**config.mk**
```make
export PLATFORM = sky130hd
export DESIGN_NAME = uart_tx_sched
export DESIGN_NICKNAME = d
export VERILOG_FILES = /design/src/rtl/uart_pkg.sv /design/src/rtl/uart_baud_tick.sv /design/src/rtl/uart_tx_sched.sv
export SDC_FILE = /design/constraint.sdc
export NUM_CORES = 1
export LEC_CHECK = 0
export CAP_MARGIN = 10
export CORE_MARGIN = 5
export CORE_UTILIZATION = 48
export CTS_CLUSTER_DIAMETER = 60
export CTS_CLUSTER_SIZE = 30
export DETAILED_ROUTE_END_ITERATION = 16
export GPL_TIMING_DRIVEN = 1
export PLACE_DENSITY = 0.83
export SLEW_MARGIN = 20
export SYNTH_ARGS = -nofsm -noshare
export SYNTH_HDL_FRONTEND = slang
export SYNTH_HIERARCHICAL = 1
export SYNTH_SLANG_ARGS = --single-unit
```
**constraint.sdc**
```tcl
create_clock -name clk -period 2.3 [get_ports clk]
set_input_delay 0.23 -clock clk [delete_from_list [all_inputs] [get_ports clk]]
set_output_delay 0.23 -clock clk [all_outputs]
set_load 0.005 [all_outputs]
```
**src/rtl/uart_pkg.sv**
```systemverilog
// Shared types and helpers for the UART transmit scheduler.
package uart_pkg;

    localparam int UART_DATA_W = 8;

    typedef enum logic [1:0] {
        IDLE = 2'd0,
        LOAD = 2'd1,
        SEND = 2'd2
    } state_t;

    // Round-robin winner: first set bit of valid after ptr, wrapping modulo num (ptr itself is last).
    function automatic logic [2:0] rr_pick(input logic [7:0] valid, input logic [2:0] ptr, input int num);
        logic [2:0] pick;
        logic       found;
        int         idx;
        pick  = ptr;
        found = 1'b0;
        for (int k = 1; k <= 8; k++) begin
            idx = (int'(ptr) + k) % num;
            if (!found && k <= num && valid[idx[2:0]]) begin
                pick  = idx[2:0];
                found = 1'b1;
            end
        end
        return pick;
    endfunction

endpackage

```
**src/rtl/uart_baud_tick.sv**
```systemverilog
// Bit-period divider: one-cycle tick every CLKS_PER_BIT clocks while enable is high.
module uart_baud_tick #(
    parameter int CLKS_PER_BIT = 868
) (
    input  logic clk,
    input  logic nReset,
    input  logic enable,
    output logic tick
);

    localparam int CW = $clog2(CLKS_PER_BIT);
    localparam logic [CW-1:0] LAST = CW'(CLKS_PER_BIT - 1);

    logic [CW-1:0] cnt;

    always_ff @(posedge clk or negedge nReset) begin
        if (!nReset) begin
            cnt <= '0;
        end else if (enable) begin
            cnt <= (cnt == LAST) ? '0 : cnt + CW'(1);
        end
    end

    assign tick = enable && (cnt == LAST);

endmodule

```
**src/rtl/uart_tx_sched.sv**
```systemverilog
// Round-robin scheduler sharing one UART transmitter among NUM_REQ producers.
// Define UART_TX_SCHED_FRAME_CNT_EN to add the frameCount and dropWarn outputs.
//   state | meaning
//   IDLE  | no frame owned; waiting for a request with transmitter free
//   LOAD  | one cycle: byte handed to transmitter, requester acknowledged
//   SEND  | frame in flight; waiting for transmitter done
module uart_tx_sched
    import uart_pkg::*;
#(
    parameter int NUM_REQ      = 4,
    parameter int CLKS_PER_BIT = 868
) (
    input  logic                         clk,
    input  logic                         nReset,
    input  logic                         enable,
    input  logic [NUM_REQ-1:0]           reqValid,
    input  logic [8*NUM_REQ-1:0]         reqData,
    output logic [NUM_REQ-1:0]           reqReady,
    output logic                         txEn,
    output logic [UART_DATA_W-1:0]       txData,
    output logic                         txValid,
    input  logic                         txBusy,
    input  logic                         txDone,
    output logic [$clog2(NUM_REQ)-1:0]   grantId,
    output logic                         active
`ifdef UART_TX_SCHED_FRAME_CNT_EN
    ,
    output logic [15:0]                  frameCount,
    output logic                         dropWarn
`endif
);

    localparam int GW = $clog2(NUM_REQ);

    state_t                 state;
    state_t                 state_nxt;
    logic                   load_go;
    logic [GW-1:0]          ptr;
    logic [GW-1:0]          winner;
    logic [UART_DATA_W-1:0] win_data;

    uart_baud_tick #(
        .CLKS_PER_BIT (CLKS_PER_BIT)
    ) u_tick (
        .clk    (clk),
        .nReset (nReset),
        .enable (enable),
        .tick   (txEn)
    );

    always_comb begin
        winner   = GW'(rr_pick(8'(reqValid), 3'(ptr), NUM_REQ));
        win_data = '0;
        for (int i = 0; i < NUM_REQ; i++) begin
            if (winner == GW'(i)) begin
                win_data = reqData[8*i +: 8];
            end
        end
    end

    always_comb begin
        state_nxt = state;
        load_go   = 1'b0;
        case (state)
            IDLE: begin
                if (enable && (|reqValid) && !txBusy) begin
                    state_nxt = LOAD;
                    load_go   = 1'b1;
                end
            end
            LOAD: state_nxt = SEND;
            SEND: begin
                // Transmitter is entering STOP here, so it can take the next byte without a gap.
                if (txDone) begin
                    if (enable && (|reqValid)) begin
                        state_nxt = LOAD;
                        load_go   = 1'b1;
                    end else begin
                        state_nxt = IDLE;
                    end
                end
            end
            default: state_nxt = IDLE;
        endcase
    end

    always_ff @(posedge clk or negedge nReset) begin
        if (!nReset) begin
            state   <= IDLE;
            grantId <= '0;
            txData  <= '0;
            ptr     <= '0;
        end else begin
            state <= state_nxt;
            if (load_go) begin
                grantId <= winner;
                txData  <= win_data;
            end
            if (state == LOAD && (reqValid & reqReady) != '0) begin
                ptr <= grantId;
            end
        end
    end

    always_comb begin
        reqReady = '0;
        for (int i = 0; i < NUM_REQ; i++) begin
            if (state == LOAD && grantId == GW'(i)) begin
                reqReady[i] = 1'b1;
            end
        end
    end

    assign txValid = (state == LOAD);
    assign active  = (state != IDLE);

`ifdef UART_TX_SCHED_FRAME_CNT_EN
    always_ff @(posedge clk or negedge nReset) begin
        if (!nReset) begin
            frameCount <= '0;
            dropWarn   <= 1'b0;
        end else begin
            if (state == SEND && txDone) begin
                frameCount <= frameCount + 16'd1;
            end
            if (state == IDLE && txBusy) begin
                dropWarn <= 1'b1;
            end
        end
    end
`endif

endmodule

```
# After elaboration in Yosys (flattened, before gate mapping)
# Index checks and enable logic that the tools add are counted.
totals:
  ff_bits: 24
  in_bits: 41
  out_inout_bits: 17
  word_cells: 88
classes:
  addsub: 5
  n_lt_le_gt_ge: 4
  n_eq_ne: 11
  muxes: 32
  n_bitwise: 5
  reduce_logical: 26
ops:
  columns: ["cell", "count"]
  rows:
  - ["$mux W8", 4]
  - ["$lt A3 B4 Y1 const B", 4]
  - ["$mux W1", 15]
  - ["$bmux W1 S3", 4]
  - ["$mux W2", 6]
  - ["$logic_and A1 B1 Y1", 11]
  - ["$add A10 B1 Y10 const B", 1]
  - ["$eq A10 B10 Y1 const B", 1]
  - ["$eq A2 B2 Y1 const B", 5]
  - ["$mux W10", 1]
  - ["$reduce_or A2 Y1", 4]
  - ["$eq A2 B1 Y1 const B", 3]
  - ["$logic_not A2 Y1", 3]
  - ["$pmux W2 S3", 1]
  - ["$add A2 B1 Y2 const B", 2]
  - ["$add A2 B2 Y2 const B", 2]
  - ["$and A1 B1 Y1 const A", 4]
  - ["$and A4 B4 Y4", 1]
  - ["$logic_not A1 Y1", 4]
  - ["$ne A2 B2 Y1 const B", 2]
  - ["$reduce_bool A4 Y1", 1]
  - ["$reduce_or A4 Y1", 1]
  - ["$pmux W1 S2", 1]
  - ["$reduce_and A2 Y1", 1]
  - ["$reduce_bool A2 Y1", 1]

# Logic depth before layout (Yosys ltp)
depth:
  ltp_word: 20
  mapped_depth: 7

# Cells and area by module
# The synthesis kept the hierarchy.
modules_own_cells:
  columns: ["mod", "n_inst", "cells_each", "area_per_inst_um2"]
  rows:
  - ["uart_tx_sched", 1, 121, 1087.3]
  - ["uart_baud_tick", 1, 55, 546.8]

# Worst setup path after synthesis
# OpenSTA, ideal clock, no wires.
synth_path:
  path_kind: "reg2reg"
  start: "register ptr[1]"
  end: "register txData[0]"
  setup_time_ps: 149
  arrival_ps: 1397
  required_ps: 2151
  setup_slack_ps: 753
  path_stages_with_launch: 7
  path_buffers: 2
  period_less_slack_ps: 1547
  path_cell_list: "dfrtp_1 -> buf_2 -> nand2b_1 -> a311oi_1 -> buf_4 -> mux2i_1 -> a22oi_1"
synth_via:
  elab_chain_cells: 20
synth_rtl:
  columns: ["item", "line", "text"]
  rows:
  - ["from (decl)", "uart_tx_sched.sv:38", "logic [GW-1:0] ptr;"]
  - ["from (signal assigned)", "uart_tx_sched.sv:100", "ptr <= grantId;"]
  - ["$add A2 B1 Y2", "uart_pkg.sv:20", "idx = (int'(ptr) + k) % num;"]
  - ["$reduce_or A2 Y1 (no line)", null, null]
  - ["$and A1 B1 Y1 (no line)", null, null]
  - ["$bmux W1 S3", "uart_pkg.sv:21", "if (!found && k <= num && valid[idx[2:0]]) begin"]
  - ["$mux W1 (implied by the code)", "uart_pkg.sv:21", null]
  - ["$mux W1", "uart_pkg.sv:21", null]
  - ["$logic_not A1 Y1", "uart_pkg.sv:21", null]
  - ["$logic_and A1 B1 Y1", "uart_pkg.sv:21", null]
  - ["[2 not listed]", null, null]
  - ["$logic_and A1 B1 Y1", "uart_pkg.sv:21", null]
  - ["$mux W1", "uart_pkg.sv:21", null]
  - ["$logic_not A1 Y1", "uart_pkg.sv:21", null]
  - ["$logic_and A1 B1 Y1", "uart_pkg.sv:21", null]
  - ["$mux W2 (*)", "uart_pkg.sv:21", null]
  - ["$logic_not A2 Y1", "uart_tx_sched.sv:55", "if (winner == GW'(i)) begin"]
  - ["$mux W8 (3 in a row)", "uart_tx_sched.sv:55", null]
  - ["$mux W8 (*)", "uart_tx_sched.sv:55", null]
  - ["to (signal assigned)", "uart_tx_sched.sv:97", "txData <= win_data;"]
  - ["to (decl)", "uart_tx_sched.sv:20", "output logic [UART_DATA_W-1:0] txData,"]
# Mark *: on every way between the ends. The rest lies on a longest branch, timed or not. The select of a mux whose other input is x is not followed.
# A chain may end at the register's enable or synchronous reset.

# Worst setup path in the final report
layout_path:
  start: "register state[1]"
  end: "output reqReady[2]"
layout_via:
  elab_chain_cells: 3
layout_rtl:
  columns: ["item", "line", "text"]
  rows:
  - ["from (decl)", "uart_tx_sched.sv:35", "state_t state;"]
  - ["from (signal assigned)", "uart_tx_sched.sv:94", "state <= state_nxt;"]
  - ["$eq A2 B1 Y1", "uart_tx_sched.sv:108", "if (state == LOAD && grantId == GW'(i)) begin"]
  - ["$logic_and A1 B1 Y1", "uart_tx_sched.sv:108", null]
  - ["$mux W1", "uart_tx_sched.sv:108", null]
  - ["to (decl)", "uart_tx_sched.sv:18", "output logic [NUM_REQ-1:0] reqReady,"]
# Every way passes these cells.

==> summary.md <==
| Metric | Value |
|---|---|
| Outcome | `complete, no violations` |
| Area of the multi-input gates | `920 um2` |
| Clock Path Buffers | `2` |
| # IOs | `58` |
| Max Cap Violations | `0` |
| Placer Congestion | `0.826` |
| Number of stages on the worst setup path | `5` |
| Sequential standard cell area | `602 um2` |
| RR Endpoint | `txData[1]` |
| PortBufs | `57` |
| Worst path top cell family by delay | `buffers and inverters` |
| Synthesis-to-finish area growth | `41.8%` |
| Nets | `278` |
| Hold Path Class | `in2async` |
| Syn Area/Cell | `9.28 um2` |
| Pwr Density | `936 mW/mm2` |
| Worst Path Arrival | `1.86 ns` |
| Pins Over Slew Limit | `0` |
| CP startpoint kind | `flip-flop` |
| Post-synthesis sequential area ratio | `36.8%` |
| Peak Freq | `478 MHz` |
| Utilization after layout | `70.0%` |
| Yosys cell types | `43` |
| Root Buffer | `clkbuf_4` |
| Vias | `1536` |
| Largest net degree at the start of global routing | `25` |
| Initial drt markers | `132` |
| Worst-Skew Late Latency | `0.33 ns` |
| Sink Count | `24` |
| Clk pwr share | `14.5%` |
| Vias in the first global route | `1478` |
| Die Area | `0.00467 mm2` |
| Global-route wire length before repair | `7250 um` |
| Worst r2r src | `state[1]` |
| CTS Hold Bufs | `0` |
| H-tree Lvls | `1` |
| Asr flop ratio synth | `100%` |
| Cell Count, Final, Fillers Out | `281` |
| Post-detail-place hpwl | `3510 um` |
| Worst Path Required | `2.07 ns` |
| Die W | `68.3 um` |
| Routed WL | `4550 um` |
| Mapped cell area | `0.00163 mm2` |
| Logic pwr share | `49.4%` |
| Floorplan row count | `21` |
| Placed Cells | `276` |
| Internal power | `0.00135 W` |
| ANT nets after route | `0` |
| Actual slew at the worst max-slew pin | `0.640 ns` |
| Setup CP Type | `reg2out` |
| 1st-pass router iterations | `4` |
| Buf/Inv on CP | `2` |
| #FFs+latches synth | `24` |
| Worst-path maximum fanout | `6` |
| Main synth FF type | `dfrtp_1` |
| TritonCTS Buffers | `3` |
| Crit path cell chain | `nand2b_1, inv_1, nand2_1, nor2_1, clkdlybuf4s50_1` |
| Initial antenna violation count | `0` |
| Worst Reg2Reg Path Length in Cells | `4` |
| Die height | `68.3 um` |
| Grt ovf | `0` |
| Clock-pin slew on the worst setup and hold paths | `0.14 ns` |
| Max stage delay on crit path | `0.51 ns` |
| Setup Skew | `0.00721 ns` |
| Switching power share of the total | `37.8%` |
| Peak VDD IR | `629 uV` |
| Power share of the sequential group | `36.0%` |
| Min cycle time layout | `2.09 ns` |
| R2R setup slack | `0.48 ns` |
| Effective utilization at floorplan | `49.4%` |
| Core area | `0.00331 mm2` |
| Hold Violations, Final | `0` |
| Synth warn | `6` |
| Hold slack | `0.244 ns` |
| DRC | `0` |
| Post-Synthesis Cells | `176` |
| EDFF count, synth | `0` |
| Leakage Power | `1.00 nW` |
| CTS tree | `yes` |
| Tcrit/Tclk final | `90.9%` |
| Crit. End Element | `output port` |
| Most frequent cells in the layout | `clkdlybuf4s50_1 (56), dfrtp_1 (23), nand2_1 (21)` |
| Mapped Nets | `218` |
| Slowest cell on crit path | `clkdlybuf4s50_1` |
| # setup viols final | `0` |
| Setup TNS | `0 ns` |
| Switch Pwr | `0.000819 W` |
| Unrepaired setup endpoints after global routing | `false` |
| Slew headroom | `57.3%` |
| Avg WL per Cell | `16.2 um` |
| Most common cell after layout, fill and taps aside | `clkdlybuf4s50_1` |
| Fill cell count | `267` |
| Fraction of layout cells with a size suffix above 1 | `11.1%` |
| DR vias/cell | `5.47` |
| ANT cells | `0` |
| Total track usage | `21.0%` |
==> worst max-delay path by stage <==
stage	start	slack [ns]	to
floorplan	ptr[1]	0.75	txData[0]
global placement	reqValid[3]	0.18	txData[4]
detailed placement	reqValid[3]	0.14	txData[1]
CTS	state[1]	0.21	reqReady[2]
global route	state[1]	0.07	reqReady[2]
finish	state[1]	0.21	reqReady[2]
==> kinds of logic after synthesis <==
family	share of synthesized area [%]
AOI/OAI and AO/OA	24.1
xor gates and xnor gates	2.14
adders and majority gates	0.766
buffers and inverters	7.35
DFF	36.8
muxes	8.04
and+or+nand+nor	20.8
==> state kept, by name (all words and copies together) (netlist names) <==
register and cells:
state 2, u_tick/cnt 10, ptr 2, grantId 2
txData 8
==> repair_timing <==
item                                   4_1_cts  5_1_grt
endpoints found under the hold margin        0        0
gates resized for setup                      2        0
buffers inserted                             1        0
setup endpoints to repair                    1        0
==> synthesized netlist by cell type (2+ instances only) <==
library cell	number	area (um2)
buf_2	4	20.0
nand3_1	6	30.0
a211o_1	8	70.1
xnor2_1	3	26.3
or2_2	2	12.5
inv_1	15	56.3
mux2i_1	12	120
nand4_1	4	25.0
o21ai_0	7	35.0
o211ai_1	2	15.0
clkbuf_2	2	10.0
buf_6	2	22.5
a22oi_1	8	60.1
nor2_1	5	18.8
nand2_1	21	78.8
a21oi_1	15	75.1
nand2b_1	5	31.3
dfrtp_1	24	601
nor3_1	5	25.0
or3_1	3	18.8
==> layout make-up <==
class                           instances  area share [%]
Sequential cell                        24            26.0
Timing Repair Buffer                   65            27.2
Multi-Input combinational cell        127            39.7
Clock inverter                          1            1.30
Inverter                               15            2.43
Tap cell                               46            2.48
Clock buffer                            3           0.972
==> power groups by stage <==
stage	logic, W	registers [W]	clock network, W
finish	0.00107	0.000781	0.000315
global route	0.00117	0.000812	0.000337
CTS	0.00108	0.000778	0.000320
detailed placement	0.00106	0.000789	0
global placement	0.00103	0.000789	0
floorplan	0.000682	0.000714	0
==> stage by stage <==
stage                     setup WS [ns]  instance area (um2)  power (W)
after floorplan                   0.753                 1630    0.00140
after global placement            0.180                 2260    0.00182
after detailed placement          0.138                 2260    0.00185
after CTS                         0.212                 2320    0.00218
after global routing             0.0686                 2320    0.00232
final                             0.209                 2320    0.00217
==> metal layers <==
| layer | part of all wire, % | global-route usage [%] | up-vias |
|---|---|---|---|
| li1 | - | - | 754 |
| met1 | 39 | 24.5 | 740 |
| met2 | 56 | 38.4 | 33 |
| met3 | 3.1 | 4.11 | 9 |
| met4 | 2.2 | 6.70 | 0 |
| met5 | 0 | 0 | - |
(Power assumes the default switching activity.)
